<file path="config.mk">
export PLATFORM = sky130hd
export DESIGN_NAME = serial_subtractor
export DESIGN_NICKNAME = d
export VERILOG_FILES = /design/src/rtl/serial_subtractor.sv
export SDC_FILE = /design/constraint.sdc
export NUM_CORES = 1
export LEC_CHECK = 0
export CORE_MARGIN = 8
export CORE_UTILIZATION = 55
export CTS_CLUSTER_SIZE = 12
export DETAILED_ROUTE_END_ITERATION = 16
export GPL_ROUTABILITY_DRIVEN = 1
export PLACE_DENSITY = 0.91
export SKIP_LAST_GASP = 1
export SYNTH_ARGS = -nofsm -noshare
export SYNTH_HDL_FRONTEND = slang
export SYNTH_SLANG_ARGS = --single-unit
</file>
<file path="constraint.sdc">
create_clock -name clk -period 2.01 [get_ports clk]
set_input_delay 0.201 -clock clk [delete_from_list [all_inputs] [get_ports clk]]
set_output_delay 0.201 -clock clk [all_outputs]
set_load 0.005 [all_outputs]
</file>
<file path="src/rtl/serial_subtractor.sv">
// Bit-serial subtractor: difference = a - b - borrow_in, one bit per clock, LSB first.
// Latency: start accepted at edge 0, result and done pulse appear after edge NUM_BITS.
// Backpressure: none; start is only honoured in IDLE/DONE and ignored while busy.
//
// Ports:
//   clk, n_rst        : clock and synchronous active-low reset
//   start             : operation request, sampled in IDLE or DONE
//   a, b, borrow_in   : operands, captured on the accepted start edge
//   busy              : high while the operation is shifting
//   done              : one-cycle pulse when difference/borrow_out are fresh
//   difference        : registered result, held until the next operation completes
//   borrow_out        : registered final borrow, high when a < b + borrow_in
module serial_subtractor #(
    parameter int NUM_BITS = 8
) (
    input  logic                clk,
    input  logic                n_rst,
    input  logic                start,
    input  logic [NUM_BITS-1:0] a,
    input  logic [NUM_BITS-1:0] b,
    input  logic                borrow_in,
    output logic                busy,
    output logic                done,
    output logic [NUM_BITS-1:0] difference,
    output logic                borrow_out
);

    localparam int CW = $clog2(NUM_BITS + 1);

    typedef enum logic [1:0] {
        ST_IDLE,
        ST_SHIFT,
        ST_DONE
    } state_t;

    state_t              state_q, state_d;
    logic [NUM_BITS-1:0] a_q, a_d;
    logic [NUM_BITS-1:0] b_q, b_d;
    logic [NUM_BITS-1:0] sh_q, sh_d;      // difference bits accumulate here, MSB-inserted
    logic                br_q, br_d;
    logic [CW-1:0]       cnt_q, cnt_d;
    logic [NUM_BITS-1:0] diff_q, diff_d;
    logic                bout_q, bout_d;
    logic                busy_q, busy_d;
    logic                done_q, done_d;

    // Full-subtractor on the current LSBs.
    logic                bit_d;
    logic                br_nxt;
    logic [NUM_BITS-1:0] sh_nxt;
    logic                last_shift;

    assign bit_d      = a_q[0] ^ b_q[0] ^ br_q;
    assign br_nxt     = (~a_q[0] & b_q[0]) | (~(a_q[0] ^ b_q[0]) & br_q);
    assign sh_nxt     = {bit_d, sh_q[NUM_BITS-1:1]};
    assign last_shift = (cnt_q == CW'(NUM_BITS - 1));

    always_comb begin
        state_d = state_q;
        a_d     = a_q;
        b_d     = b_q;
        sh_d    = sh_q;
        br_d    = br_q;
        cnt_d   = cnt_q;
        diff_d  = diff_q;
        bout_d  = bout_q;
        busy_d  = busy_q;
        done_d  = 1'b0;

        case (state_q)
            ST_IDLE, ST_DONE: begin
                if (start) begin
                    a_d     = a;
                    b_d     = b;
                    br_d    = borrow_in;
                    sh_d    = '0;
                    cnt_d   = '0;
                    busy_d  = 1'b1;
                    state_d = ST_SHIFT;
                end else begin
                    state_d = ST_IDLE;
                end
            end
            ST_SHIFT: begin
                a_d   = a_q >> 1;
                b_d   = b_q >> 1;
                sh_d  = sh_nxt;
                br_d  = br_nxt;
                cnt_d = cnt_q + CW'(1);
                if (last_shift) begin
                    // Publish the full word including the bit computed this cycle.
                    diff_d  = sh_nxt;
                    bout_d  = br_nxt;
                    busy_d  = 1'b0;
                    done_d  = 1'b1;
                    state_d = ST_DONE;
                end
            end
            default: begin
                busy_d  = 1'b0;
                state_d = ST_IDLE;
            end
        endcase
    end

    always_ff @(posedge clk) begin
        if (!n_rst) begin
            state_q <= ST_IDLE;
            a_q     <= '0;
            b_q     <= '0;
            sh_q    <= '0;
            br_q    <= 1'b0;
            cnt_q   <= '0;
            diff_q  <= '0;
            bout_q  <= 1'b0;
            busy_q  <= 1'b0;
            done_q  <= 1'b0;
        end else begin
            state_q <= state_d;
            a_q     <= a_d;
            b_q     <= b_d;
            sh_q    <= sh_d;
            br_q    <= br_d;
            cnt_q   <= cnt_d;
            diff_q  <= diff_d;
            bout_q  <= bout_d;
            busy_q  <= busy_d;
            done_q  <= done_d;
        end
    end

    assign busy       = busy_q;
    assign done       = done_q;
    assign difference = diff_q;
    assign borrow_out = bout_q;

endmodule

</file>
==> results_dict.tcl <==
set metrics [dict create \
    finalMaxSlewViolations 0 \
    grt_antenna_before_repair 0 \
    powerDensity_mw_per_mm2 774 \
    start_util_pct 56.4 \
    finalCritPeriodShare_pct 71.9 \
    synthCells 187 \
    post_cts_buffers 0 \
    max_stage_delay_ps 520 \
    clockBufferDepth 2 \
    slew-limit-headroom_pct 71.2 \
    cp.required_ps 1810 \
    cts_tree "built" \
    hold_viol_final 0 \
    cp-start-kind "flip-flop" \
    yosysWarnings 0 \
    crit_buf_inv 1 \
    boundaryPins 31 \
    areaGrowthSynthToFinish_pct 24.2 \
    cts_sinks 41 \
    cap_violations 0 \
    ant_nets 0 \
    outcome "complete, no violations" \
    rsz0062_at_grt "false" \
    wire_per_inst_microns 13.7 \
    yosysUniqueCellTypes 26 \
    endpoint_kind "output pin" \
    insertion_delay_ps 350 \
    fin_skew_ps 9.90 \
    p_leak_nw 0.746 \
    n_antenna_cell 0 \
    critPathKind "flip-flop to output pin" \
    ir_drop_v 0.000575 \
    io_buffers 30 \
    netlist_area_sq_mm 0.00169 \
    hold_path_end "b_q[7]" \
    fin_nets 239 \
    clk_pin_slew_worst_paths_ps 130 \
    setup_tns_ps 0 \
    grt_usage_pct 14.1 \
    placed_cell_area_sq_mm 0.00201 \
    viasPerCell 5.69 \
    h-tree-depth 2 \
    drcViolationCount 0 \
    rrSetupSlack_ps 680 \
    dr.pass1.iters 4 \
    grt_pass1_wl_microns 5760 \
    drt-initial-drc-count 101 \
    nFillCells 251 \
    hp-start "b[7]" \
    worst_path_max_delay_cell "clkdlybuf4s50_1" \
    dieArea_sq_mm 0.00511 \
    gp_congestion 0.715 \
    drive_gt1_share_pct 9.63 \
    cts_resized 0 \
    p_total_w 0.00163 \
    path_cells "clkdlybuf4s50_1" \
    vias 1428 \
    cp_max_fo 3 \
    setup_violations 0 \
    reg2reg_to "difference[1]" \
    min_path_type "primary input to flip-flop" \
    ys_seq_area_share_pct 48.4 \
    place_hpwl_microns 2480 \
    fmax_mhz 692 \
    reg2reg_from "cnt_q[0]" \
    rows 20 \
    syn-num-nets 209 \
    whs_path_depth 3 \
    reg2reg_depth 4 \
    cts_made_buffers 5 \
    die_w_microns 71.5 \
    ys_ff_latch 41 \
    grt_max_degree 21 \
    holdBufCountCts 0 \
    worstMarginPinSlew_ps 433 \
    cts_root_buf "clkbuf_4" \
    fin_area_sq_mm 0.00210 \
    grt_overflow_total 0 \
    die_y_microns 71.5 \
    grt_pass1_vias 1327 \
    syn_area_per_cell_sq_um 9.06 \
    path_delay_family "buffers and inverters" \
    wl_microns 3450 \
    critPathArrivalTime_ps 1240 \
    core_area_sq_mm 0.00300 \
    finalCriticalPeriod_ps 1450 \
]
## logic make-up after synthesis
logic type | share of synthesized area, %
AOI/OAI and AO/OA | 16.5
adders and majority gates | 1.92
buffers and inverters | 6.65
DFF | 48.4
muxes | 6.57
and+or+nand+nor | 19.9
## where the power goes
part           internal [W]  switching, W
logic             0.0000970      0.000106
clock network      0.000296      0.000266
registers          0.000844     0.0000196
total               0.00124      0.000391
## how the worst max path moves through the flow
stage	endpoint	cells after the start	startpoint	slack (ps)
3_3_place_gp	a_q[6]	5	start	550
6_report	busy	1	busy	560
3_5_place_dp	cnt_q[1]	5	start	490
4_1_cts	busy	1	busy	560
2_1_floorplan	borrow_out	4	cnt_q[0]	850
5_1_grt	busy	1	busy	510
## cell usage after synthesis, drive strengths merged
cell | number | share of area (%)
dfxtp | 41 | 48
a21oi | 29 | 8.6
nand3 | 28 | 8.3
nand2 | 27 | 6.0
a22oi | 14 | 6.2
buf | 13 | 5.3
mux2i | 10 | 5.9
nand2b | 5 | 1.8
clkbuf | 3 | 0.66
inv | 3 | 0.66
nor2 | 2 | 1.4
nor3 | 2 | 0.59
a211oi | 1 | 0.74
a2bb2oi | 1 | 0.52
and2b | 1 | 0.44
fa | 1 | 1.2
ha | 1 | 0.74
mux2 | 1 | 0.66
nand3b | 1 | 0.66
nand4 | 1 | 0.37
nor2b | 1 | 0.37
o21bai | 1 | 0.44
## cells in the final DEF, fill, tap and decap left out
cell / instances
nor2_8: 1
o21bai_1: 1
mux2_2: 1
fa_1: 1
a21oi_1: 29
mux2i_1: 10
a211oi_2: 1
nand4_1: 1
a2bb2oi_1: 1
clkbuf_4: 5
nand3_1: 28
bufinv_16: 1
clkdlybuf4s50_1: 30
dfxtp_1: 41
a22oi_1: 14
nor3_1: 2
clkbuf_8: 1
buf_4: 8
clkinvlp_4: 1
and2b_1: 1
nor2b_1: 1
nand2b_1: 5
nor2_1: 1
inv_1: 3
nand2_1: 27
nand3b_2: 1
buf_12: 1
ha_1: 1
## metal layers
metal	wire length, microns	share of wire (%)	up-vias	track usage [%]
li1	-	-	717	-
met1	1470	43	651	15.3
met2	1650	48	54	23.3
met3	294	8.5	6	5.72
met4	35	1.0	0	6.58
met5	0	0	-	0
## flip-flops by register name, indices dropped and copies added, names as in the netlist, 2 cells and up
signal / cells
difference: 8
state_q: 2
sh_q: 7
b_q: 8
cnt_q: 4
a_q: 8
## layout make-up
| class | count | area (sq um) | area share (%) |
|---|---|---|---|
| Timing Repair Buffer | 39 | 380 | 18.1 |
| Clock buffer | 6 | 51.3 | 2.44 |
| Tap cell | 33 | 41.3 | 1.96 |
| Clock inverter | 2 | 37.5 | 1.78 |
| Inverter | 3 | 11.3 | 0.535 |
| Multi-Input combinational cell | 127 | 761 | 36.2 |
| Sequential cell | 41 | 821 | 39.0 |
## stage by stage
| step | util, % | worst slack, ps | std cells | hold slack, ps |
|---|---|---|---|---|
| floorplan | - | 848 | 187 | 337 |
| global placement | 67.1 | 547 | 243 | 442 |
| detailed placement | 67.1 | 490 | 243 | 446 |
| CTS | 70.0 | 556 | 251 | 357 |
| global route | 70.0 | 509 | 251 | 389 |
| finish | 70.0 | 565 | 251 | 376 |
(Power assumes the default switching activity.)
